--- src/rtl/code_memory_loader_pkg.sv ---
// ---------------------------------------------------------------------------
// code_memory_loader_pkg
// Shared definitions for the code-memory loader: FSM state encoding, the
// error codes reported on oErrCode, and the default .text base address.
// ---------------------------------------------------------------------------
package code_memory_loader_pkg;

    // First .text address of the target memory map
    localparam logic [31:0] BEGINNING_TEXT = 32'h0040_0000;

    // Values driven on oErrCode
    localparam logic [1:0] ERR_NONE    = 2'd0;
    localparam logic [1:0] ERR_BAD_LEN = 2'd1;
    localparam logic [1:0] ERR_VERIFY  = 2'd2;

    typedef enum logic [2:0] {
        ST_IDLE      = 3'd0,
        ST_LEN       = 3'd1,
        ST_DATA      = 3'd2,
        ST_WRITE     = 3'd3,
        ST_VERIFY_RD = 3'd4,
        ST_DONE      = 3'd5,
        ST_ERR       = 3'd6
    } loader_state_t;

endpackage

--- src/rtl/code_memory_loader_byte_word_assembler.sv ---
// ---------------------------------------------------------------------------
// code_memory_loader_byte_word_assembler
// Collects stream bytes LSB-first into a 32-bit little-endian word.
// Ports:
//   clk, rst    clock and synchronous active-high reset
//   clear       drop any partial word and restart the byte count
//   take        a byte is transferred this cycle
//   byte_in     the byte being transferred
//   word_out    the completed word (valid together with word_valid)
//   word_valid  high in the cycle the 4th byte of a word is transferred
// ---------------------------------------------------------------------------
module code_memory_loader_byte_word_assembler (
    input  logic        clk,
    input  logic        rst,
    input  logic        clear,
    input  logic        take,
    input  logic [7:0]  byte_in,
    output logic [31:0] word_out,
    output logic        word_valid
);

    logic [31:0] word_q, word_d;
    logic [1:0]  count_q, count_d;

    // New bytes enter at the top so that after four shifts the first byte
    // received sits in bits [7:0]. The count wraps naturally after a word.
    always_comb begin
        word_d  = word_q;
        count_d = count_q;
        if (clear) begin
            word_d  = 32'h0;
            count_d = 2'd0;
        end else if (take) begin
            word_d  = {byte_in, word_q[31:8]};
            count_d = count_q + 2'd1;
        end
    end

    always_ff @(posedge clk) begin
        if (rst) begin
            word_q  <= 32'h0;
            count_q <= 2'd0;
        end else begin
            word_q  <= word_d;
            count_q <= count_d;
        end
    end

    assign word_out   = {byte_in, word_q[31:8]};
    assign word_valid = take && !clear && (count_q == 2'd3);

endmodule

--- src/rtl/code_memory_loader.sv ---
// ---------------------------------------------------------------------------
// code_memory_loader
// Programs the .text code memory from a byte stream: a 4-byte little-endian
// length header followed by the payload. Each assembled word is written with
// a single-cycle bus write starting at BASE_ADDR; optionally the region is
// read back and its sum compared against the running write checksum.
// Ports:
//   iCLK, iRST                      clock, synchronous active-high reset
//   iStart                          start pulse (honoured in IDLE/DONE/ERR)
//   iByte, iByteValid, oByteReady   byte stream handshake
//   oReadEnable, oWriteEnable,
//   oByteEnable, oAddress,
//   oWriteData, iReadData           code-memory bus (outputs registered)
//   oBusy, oDone, oError, oErrCode  load status
//   oChecksum                       modulo-2^32 sum of words written
// ---------------------------------------------------------------------------
module code_memory_loader
    import code_memory_loader_pkg::*;
#(
    parameter logic [31:0] BASE_ADDR    = BEGINNING_TEXT,
    parameter int unsigned MAX_BYTES    = 16384,
    parameter int unsigned READ_LATENCY = 1,
    parameter bit          VERIFY       = 1'b1
) (
    input  logic        iCLK,
    input  logic        iRST,
    input  logic        iStart,
    input  logic [7:0]  iByte,
    input  logic        iByteValid,
    output logic        oByteReady,
    output logic        oReadEnable,
    output logic        oWriteEnable,
    output logic [3:0]  oByteEnable,
    output logic [31:0] oAddress,
    output logic [31:0] oWriteData,
    input  logic [31:0] iReadData,
    output logic        oBusy,
    output logic        oDone,
    output logic        oError,
    output logic [1:0]  oErrCode,
    output logic [31:0] oChecksum
);

    localparam logic [31:0] MAX_LEN = 32'(MAX_BYTES);
    localparam logic [7:0]  LAT     = 8'(READ_LATENCY);

    loader_state_t state_q, state_d;
    logic [31:0]   length_q, length_d;
    logic [31:0]   word_idx_q, word_idx_d;
    logic [31:0]   rd_idx_q, rd_idx_d;
    logic [7:0]    lat_q, lat_d;
    logic [31:0]   checksum_q, checksum_d;
    logic [31:0]   vsum_q, vsum_d;
    logic [1:0]    err_code_q, err_code_d;
    logic          write_en_q, write_en_d;
    logic          read_en_q, read_en_d;
    logic [31:0]   addr_q, addr_d;
    logic [31:0]   wdata_q, wdata_d;

    logic          byte_ready;
    logic          take;
    logic          asm_clear;
    logic [31:0]   asm_word;
    logic          asm_valid;
    logic [31:0]   num_words;
    logic [31:0]   vsum_next;
    logic          len_bad;

    assign byte_ready = (state_q == ST_LEN) || (state_q == ST_DATA);
    assign take       = iByteValid && byte_ready;
    assign num_words  = length_q >> 2;
    assign vsum_next  = vsum_q + iReadData;
    assign len_bad    = (asm_word == 32'h0) || (asm_word[1:0] != 2'b00) ||
                        (asm_word > MAX_LEN);

    code_memory_loader_byte_word_assembler u_asm (
        .clk        (iCLK),
        .rst        (iRST),
        .clear      (asm_clear),
        .take       (take),
        .byte_in    (iByte),
        .word_out   (asm_word),
        .word_valid (asm_valid)
    );

    // Next-state logic. Bus strobes/address/data are computed one cycle
    // ahead so that they come straight out of flops in WRITE / VERIFY_RD.
    // Each read address is held for LAT cycles; iReadData is then sampled
    // in the following cycle while the strobe is dropped.
    always_comb begin
        state_d    = state_q;
        length_d   = length_q;
        word_idx_d = word_idx_q;
        rd_idx_d   = rd_idx_q;
        lat_d      = lat_q;
        checksum_d = checksum_q;
        vsum_d     = vsum_q;
        err_code_d = err_code_q;
        write_en_d = 1'b0;
        read_en_d  = 1'b0;
        addr_d     = 32'h0;
        wdata_d    = 32'h0;
        asm_clear  = 1'b0;

        case (state_q)
            ST_IDLE, ST_DONE, ST_ERR: begin
                if (iStart) begin
                    state_d    = ST_LEN;
                    asm_clear  = 1'b1;
                    length_d   = 32'h0;
                    word_idx_d = 32'h0;
                    rd_idx_d   = 32'h0;
                    lat_d      = 8'h0;
                    checksum_d = 32'h0;
                    vsum_d     = 32'h0;
                    err_code_d = ERR_NONE;
                end
            end
            ST_LEN: begin
                if (asm_valid) begin
                    length_d = asm_word;
                    if (len_bad) begin
                        state_d    = ST_ERR;
                        err_code_d = ERR_BAD_LEN;
                    end else begin
                        state_d = ST_DATA;
                    end
                end
            end
            ST_DATA: begin
                if (asm_valid) begin
                    state_d    = ST_WRITE;
                    write_en_d = 1'b1;
                    addr_d     = BASE_ADDR + (word_idx_q << 2);
                    wdata_d    = asm_word;
                end
            end
            ST_WRITE: begin
                checksum_d = checksum_q + wdata_q;
                word_idx_d = word_idx_q + 32'd1;
                if ((word_idx_q + 32'd1) == num_words) begin
                    if (VERIFY) begin
                        state_d   = ST_VERIFY_RD;
                        read_en_d = 1'b1;
                        addr_d    = BASE_ADDR;
                        rd_idx_d  = 32'h0;
                        lat_d     = 8'h0;
                        vsum_d    = 32'h0;
                    end else begin
                        state_d = ST_DONE;
                    end
                end else begin
                    state_d = ST_DATA;
                end
            end
            ST_VERIFY_RD: begin
                if (lat_q == LAT) begin
                    vsum_d   = vsum_next;
                    rd_idx_d = rd_idx_q + 32'd1;
                    lat_d    = 8'h0;
                    if ((rd_idx_q + 32'd1) == num_words) begin
                        if (vsum_next == checksum_q) begin
                            state_d = ST_DONE;
                        end else begin
                            state_d    = ST_ERR;
                            err_code_d = ERR_VERIFY;
                        end
                    end else begin
                        read_en_d = 1'b1;
                        addr_d    = BASE_ADDR + ((rd_idx_q + 32'd1) << 2);
                    end
                end else begin
                    lat_d = lat_q + 8'd1;
                    if (lat_q != (LAT - 8'd1)) begin
                        read_en_d = 1'b1;
                        addr_d    = addr_q;
                    end
                end
            end
            default: begin
                state_d = ST_IDLE;
            end
        endcase
    end

    // State and datapath registers; reset clears everything, including
    // a load that is half-way through writing or verifying.
    always_ff @(posedge iCLK) begin
        if (iRST) begin
            state_q    <= ST_IDLE;
            length_q   <= 32'h0;
            word_idx_q <= 32'h0;
            rd_idx_q   <= 32'h0;
            lat_q      <= 8'h0;
            checksum_q <= 32'h0;
            vsum_q     <= 32'h0;
            err_code_q <= ERR_NONE;
            write_en_q <= 1'b0;
            read_en_q  <= 1'b0;
            addr_q     <= 32'h0;
            wdata_q    <= 32'h0;
        end else begin
            state_q    <= state_d;
            length_q   <= length_d;
            word_idx_q <= word_idx_d;
            rd_idx_q   <= rd_idx_d;
            lat_q      <= lat_d;
            checksum_q <= checksum_d;
            vsum_q     <= vsum_d;
            err_code_q <= err_code_d;
            write_en_q <= write_en_d;
            read_en_q  <= read_en_d;
            addr_q     <= addr_d;
            wdata_q    <= wdata_d;
        end
    end

    assign oByteReady   = byte_ready;
    assign oReadEnable  = read_en_q;
    assign oWriteEnable = write_en_q;
    assign oByteEnable  = (write_en_q || read_en_q) ? 4'hF : 4'h0;
    assign oAddress     = addr_q;
    assign oWriteData   = wdata_q;
    assign oBusy        = (state_q == ST_LEN) || (state_q == ST_DATA) ||
                          (state_q == ST_WRITE) || (state_q == ST_VERIFY_RD);
    assign oDone        = (state_q == ST_DONE);
    assign oError       = (state_q == ST_ERR);
    assign oErrCode     = err_code_q;
    assign oChecksum    = checksum_q;

endmodule

--- config.mk ---
export PLATFORM = sky130hd
export DESIGN_NAME = code_memory_loader
export DESIGN_NICKNAME = d
export VERILOG_FILES = /design/src/rtl/code_memory_loader_pkg.sv /design/src/rtl/code_memory_loader_byte_word_assembler.sv /design/src/rtl/code_memory_loader.sv
export SDC_FILE = /design/constraint.sdc
export NUM_CORES = 1
export LEC_CHECK = 0
export ABC_AREA = 0
export CORE_ASPECT_RATIO = 0.9
export CORE_UTILIZATION = 45
export DETAILED_ROUTE_END_ITERATION = 7
export HOLD_SLACK_MARGIN = 0.05
export PLACE_DENSITY = 0.67
export SLEW_MARGIN = 20
export SYNTH_ARGS = -nofsm -noshare
export SYNTH_HDL_FRONTEND = slang
export SYNTH_SLANG_ARGS = --single-unit
--- constraint.sdc ---
create_clock -name iCLK -period 4.65 [get_ports iCLK]
set_clock_uncertainty 0.15 [all_clocks]
set_input_delay 0.93 -clock iCLK [delete_from_list [all_inputs] [get_ports iCLK]]
set_output_delay 0.93 -clock iCLK [all_outputs]
set_load 0.01 [all_outputs]
==> run metrics, run 1 <==
status finished clean; NumNets Final 2,678; CP dominant cell by count buf_4; post-DR vias/cell between 6 and 7; clk buf depth 3; CP max stage delay between 0.6 and 0.7 ns; DRC violations left 0; chip width 211 microns; Die Area 40,000 sq um; CTS buffer count 30; pwr/cell area between 200 and 300 nW/um^2; total gr overflow 0; fraction of registers with async set/reset 0%; Ports approximately 150; CP required slightly below 5 ns; RSZ-0062 raised after global routing no; pin count of the biggest net entering global routing 71; post-route cell area between 20,000 and 25,000 sq um; Routed Antenna Nets 0; PortBufs between 100 and 150; Fin Hold WS 0.313 ns; CTS tree built; CTS H-tree depth 1; number of global-route vias before repair 17,200; register area share after synthesis 29.6%; Area after DPL 21,100 sq um; # fillers ~3,600; Tmin final about 4.6 ns; First-pass DRT Iterations 5; starting density of the core 45.8%; fin util 58.0%; Ys Warns 0; Reg area 5230 sq um; slowest CP cell or4b_2; global placement routability congestion slightly below 1; vias post-DR 18,800; worst setup margin 0.0891 ns; Place WS -0.771 ns; crit end category register; first-pass GRT wire length 99,800 microns; CP Buf/Inv Count 4; count of cell types in the netlist 90; Final setup viols 0; Post-CTS Hold Fix Bufs 0; synthesized area ~18,000 sq um; area delta synth->final 26.5%; drt wl/cell 20.9 microns; Clock Latency Late Sink about 0.62 ns; GRT Overall Usage a little under a third; ratio of cells with drive above 1 in the final layout between 10 and 15%; initial antenna violation count 4; Arrival @ worst endpoint around 4.9 ns; crit path max fanout 3; WL final 65,100 microns; cell family with most CP delay simple AND/OR/NAND/NOR gates; Leak between 0.008 and 0.009 uW; Worst VDD drop 276 uV; row count 68; kind of critical path in -> reg; Max-Cap Viols 0; Iter 0 DRT Violations 1,727; clock sink total about 260; headroom to the max-slew limit around a quarter; Root Driver clkbuf_16; syn avg cell area 7.70 sq um; Power Total 6590 uW; DP HPWL 50,400 microns; Tcrit/Tclk final 98.1%; crit-path cells clkdlybuf4s50_1 > ha_1 > inv_1 > fa_2 > nor2b_2 > o311ai_2 > a21o_1 > o311ai_4 > buf_4 > and3_1 > or4b_2 > or4b_4 > nor4_2 > buf_4 > and4b_1 > or4_1 > o21ai_1; die height 190 microns; Post-synth EDFFs 0; Primary FF master, synth dfxtp_1; Worst Hold Class reg -> reg; #FFs+latches synth 261; Worst-Margin Slew 1.13 ns; FMAX 0.219 GHz; Hold Vio Cnt, Final 0; Worst-path clk slew 0.06 ns; Core Area 38,500 sq um; startpoint types input port; final max-slew violation count 0; Post-Syn Instances 2,294; Multi-input gate area 11,800 sq um
## Yosys cell counts, types with 52 or more instances
| cell | n | area (sq um) |
|---|---|---|
| o21ai_0 | 113 | 566 |
| nor2_1 | 168 | 631 |
| clkbuf_1 | 140 | 526 |
| ha_1 | 70 | 876 |
| xnor2_1 | 112 | 981 |
| nand2_1 | 259 | 972 |
| a21oi_1 | 212 | 1060 |
| dfxtp_1 | 261 | 5230 |
| a22oi_1 | 52 | 390 |
| xor2_1 | 72 | 631 |
| nand3_1 | 97 | 485 |
| and2_1 | 53 | 332 |
## layout make-up
cell class / count / area share [%]
sequential: 261 / 23.4
clock inverter: 20 / 1.23
timing repair buffer: 405 / 15.4
tap: 525 / 2.94
antenna: 4 / 0.0448
clock buffer: 36 / 3.68
inverter: 42 / 0.705
multi-input combinational: 1822 / 52.6
## logic make-up after synthesis
family | after synthesis | synth area share [%]
AO/OA/AOI/OAI | 649 | 23.3
XOR/XNOR | 196 | 10.7
adder cells (fa/ha/maj) | 72 | 5.19
buffers and inverters | 212 | 4.76
flip-flops | 261 | 29.6
multiplexers | 19 | 1.11
other | 1 | 0.0212
AND/OR/NAND/NOR | 884 | 25.3
## final timing paths
kind	from	endpoint	slack (ns)	depth (start not counted)
setup / recovery	iReadData[0]	oErrCode[1]	0.09	17
hold / removal	vsum_q[28]	vsum_q[28]	0.31	2
setup reg to reg	rd_idx_q[0]	state_q[1]	0.25	12
hold reg to reg	vsum_q[28]	vsum_q[28]	0.31	2
## stage by stage
step / setup TNS, ns / cells
floorplan: 0 / 2295
global placement: -2.63 / 3052
detailed placement: -2.85 / 3052
CTS: -0.00565 / 3108
global route: 0 / 3113
finish: 0 / 3115
## placed cells by master (no fill, tap or decap), types with 30 or more instances in the layout
cell | synthesis | layout
dfxtp_1 | 261 | 261
nand2_1 | 259 | 259
buf_4 | 6 | 255
a21oi_1 | 212 | 209
nor2_1 | 168 | 164
clkdlybuf4s50_1 | 0 | 148
o21ai_0 | 113 | 112
xnor2_1 | 112 | 111
nand3_1 | 97 | 97
xor2_1 | 72 | 72
ha_1 | 70 | 69
and2_1 | 53 | 52
a22oi_1 | 52 | 52
nand4_1 | 47 | 47
nor3_1 | 51 | 47
inv_1 | 41 | 41
o21ai_1 | 35 | 35
nor4_1 | 34 | 33
clkbuf_16 | 0 | 30
## repair_timing
action / 4_1_cts / 5_1_grt
pin swaps: 1 / 11
setup buffers: 0 / 3
setup endpoints to repair: 4 / 4
gates resized for setup: 8 / 17
gates cloned: 0 / 0
## worst min-delay path, delay by kind of cell (launching register included)
family | cells | cell delay [ns]
DFF | 1 | 0.33
and+or+nand+nor | 1 | 0.05
AOI/OAI and AO/OA | 1 | 0.05
## flip-flops by register name (all words and copies together) (netlist names), 2 cells and up
register and cells:
lat_q 8, length_q 30, oAddress 30, oChecksum 32, oErrCode 2, oWriteData 32
rd_idx_q 32, state_q 3, u_asm.count_q 2, u_asm.word_q 24, vsum_q 32, word_idx_q 32
## per-layer routing
layer | global-route usage [%] | wire, microns | vias to the layer above
met3 | 6.07 | 5100 | 108
li1 | - | - | 8877
met5 | 0 | 0 | -
met1 | 47.2 | 31300 | 9115
met2 | 46.9 | 27200 | 736
met4 | 8.25 | 1510 | 0
## power breakdown
group / switching, uW / total, uW / leakage (uW) / internal, uW
registers: 103 / 2390 / 0.00210 / 2290
logic: 1020 / 1580 / 0.00599 / 554
clock network: 1080 / 2630 / 0.000530 / 1550
Power figures use the tool's default switching activity.
==> inputs of run 2 (changes only) <==
PLACE_DENSITY = 0.65   (was 0.67)
clock period = 5.5 ns   (was 4.65 ns; I/O delays follow)
==> run 2 against run 1 <==
Cell count shrank 4.2%; first-iteration DRC count shrank 6.7%; sequential cell count is the same; via count shrank 3.9%; global-route usage shrank 1.6 points; register-to-register slack gained 0.64 ns; non-clock buffer count shrank 129; wire length shrank 4.5%; largest cell class unchanged; highest routed layer is now met5.
==> run metrics, run 2 (synthesis gave the netlist of run 1 again) <==
Worst Hold Class reg -> reg (unchanged); slowest CP cell or4b_2 (unchanged); fin util 55.0% (was 58.0%); Net Sw Power 1820 uW (was 2200 uW); clock network power share 39.5% (was 39.8%); Tcrit/Tclk final 92.9%; drt wl/cell 20.8 microns (was 20.9 microns); Worst VDD drop 309 uV (was 276 uV); Comb power frac 23.2% (was 23.9%); clk buf depth 3 (unchanged); Hold Path Cell Cnt 2 (unchanged); Root Driver clkbuf_16 (unchanged); most frequent cells in the layout 261 x dfxtp_1, 259 x nand2_1, 211 x a21oi_1, 164 x nor2_1, 148 x clkdlybuf4s50_1 (was 261 x dfxtp_1, 259 x nand2_1, 255 x buf_4, 209 x a21oi_1, 164 x nor2_1); Die Area 40,000 sq um (unchanged); Final Non-Filler Cells 2,985 (was 3,115); Internal 3600 uW (was 4390 uW); WL final 62,100 microns (was 65,100 microns); pin count of the biggest net entering global routing 70 (was 71); Core Area 38,500 sq um (unchanged); number of global-route vias before repair 16,300 (was 17,200); Worst-Margin Slew 1.12 ns (was 1.13 ns); Hold Vio Cnt, Final 0 (unchanged); crit-path cells clkdlybuf4s50_1 > ha_1 > inv_1 > fa_1 > nor2b_1 > o311ai_1 > a21o_1 > o311ai_1 > buf_4 > and3_1 > or4b_2 > or4b_1 > nor4_1 > and4b_1 > or4_1 > o21ai_1 (was clkdlybuf4s50_1 > ha_1 > inv_1 > fa_2 > nor2b_2 > o311ai_2 > a21o_1 > o311ai_4 > buf_4 > and3_1 > or4b_2 > or4b_4 > nor4_2 > buf_4 > and4b_1 > or4_1 > o21ai_1); first-pass GRT wire length 95,700 microns (was 99,800 microns); crit end category register (unchanged); pwr/cell area 256 nW/um^2 (was 295 nW/um^2); CP Buf/Inv Count 3 (was 4); total gr overflow 0 (unchanged); status finished clean (unchanged); Arrival @ worst endpoint 5.41 ns (was 4.86 ns); RSZ-0062 raised after global routing no (unchanged); Routed Antenna Nets 0 (unchanged); Max-Cap Viols 0 (unchanged); CTS buffer count 31 (was 30); NumNets Final 2,550 (was 2,678); headroom to the max-slew limit 25.3% (was 24.3%); CP required 5.80 ns (was 4.95 ns); First-pass DRT Iterations 6 (was 5); Worst-path clk slew 0.06 ns (about the same); Leak 0.00790 uW (was 0.00862 uW); Setup Buffers After CTS 0 (unchanged); placed insts 2,926 (was 3,052); Iter 0 DRT Violations 1,612 (was 1,727); crit path max fanout 4 (was 3); GRT Overall Usage 30.3% (was 31.9%); starting density of the core 45.8% (unchanged); Post-CTS Resized 0 (was 8); CP max stage delay 0.66 ns (was 0.67 ns); Fin Hold WS 0.305 ns (was 0.313 ns); chip width 211 microns (unchanged); Final setup viols 0 (unchanged); final max-slew violation count 0 (unchanged); DRC violations left 0 (unchanged); CTS tree built (unchanged); Clock Latency Late Sink 0.60 ns (was 0.62 ns); CTS H-tree depth 1 (unchanged); kind of critical path in -> reg (unchanged); Ports 152 (unchanged); initial antenna violation count 3 (was 4); clock sink total 261 (unchanged); DP HPWL 47,500 microns (was 50,400 microns); Power Total 5420 uW (was 6590 uW); cell family with most CP delay simple AND/OR/NAND/NOR gates (unchanged); sw frac 33.6% (was 33.4%); Place WS -0.141 ns (was -0.771 ns); Tmin final 5.11 ns; row count 68 (unchanged); startpoint types input port (unchanged); most common cell after layout, fill and taps aside dfxtp_1 (unchanged); worst setup margin 0.389 ns (was 0.0891 ns); die height 190 microns (unchanged); global placement routability congestion 0.946 (was 0.971); post-DR vias/cell 6.06 (was 6.05); area delta synth->final 20.0% (was 26.5%); Post-CTS Hold Fix Bufs 0 (unchanged); Levels on crit path 16 (was 17); ratio of cells with drive above 1 in the final layout 9.28% (was 14.7%); CP dominant cell by count o311ai_1 (was buf_4); Sequential Power Share 37.3% (was 36.2%); FMAX roughly 0.20 GHz; worst r2r path cells 12 (unchanged); PortBufs 149 (unchanged); vias post-DR 18,100 (was 18,800)
## run 2: area by class of cell
class,count,area [sq um]
multi-input combinational,1822,11600
timing repair buffer,276,2450
inverter,42,158
tap,525,657
sequential,261,5230
clock buffer,37,808
antenna,2,5.00
fill,3631,17400
clock inverter,20,243
## run 2: metrics by stage
stage | TNS (ns) | area (sq um)
after floorplan | 0 | 17700
after global placement | -0.221 | 20100
after detailed placement | -0.468 | 20100
after CTS | 0 | 21200
after global routing | 0 | 21200
final | 0 | 21200
## run 2: worst register-to-register path, stage by stage, from the launching register on
cell       delay, ns
dfxtp_1         0.52
ha_1            0.36
nand4_1         0.18
or4_1           0.71
or3_1           0.45
mux2_2          0.26
o2111ai_1       0.14
or4_4           0.55
nor4_4          0.45
a21oi_2         0.18
nor2b_2         0.19
o211ai_1        0.12
a221oi_2        0.27
## run 2: worst paths after layout
check                    start           to  slack [ns]
setup / recovery  iReadData[0]  oErrCode[1]        0.39
hold reg to reg     vsum_q[17]   vsum_q[17]        0.31
hold / removal      vsum_q[17]   vsum_q[17]        0.31
setup reg to reg   rd_idx_q[0]   state_q[1]        0.89
## run 2: layer usage
metal	vias up	share of wire (%)	track usage [%]
li1	8625	-	-
met1	8717	49	46.6
met2	675	42	45.1
met3	74	7.2	3.71
met4	2	1.7	5.71
met5	-	0.021	0
## run 2: power by group through the flow
stage / logic, uW / clock network (uW) / registers [uW]
6_report: 1260 / 2140 / 2020
5_1_grt: 1360 / 2250 / 2030
4_1_cts: 1230 / 2180 / 2020
3_5_place_dp: 1220 / 0 / 2060
3_3_place_gp: 1210 / 0 / 2060
2_1_floorplan: 836 / 0 / 2010
==> inputs of run 3 (changes only) <==
CAP_MARGIN = 20   (was not set)
==> results of run 3 <==
The final DEF is identical to that of run 2; final timing and power are the same.
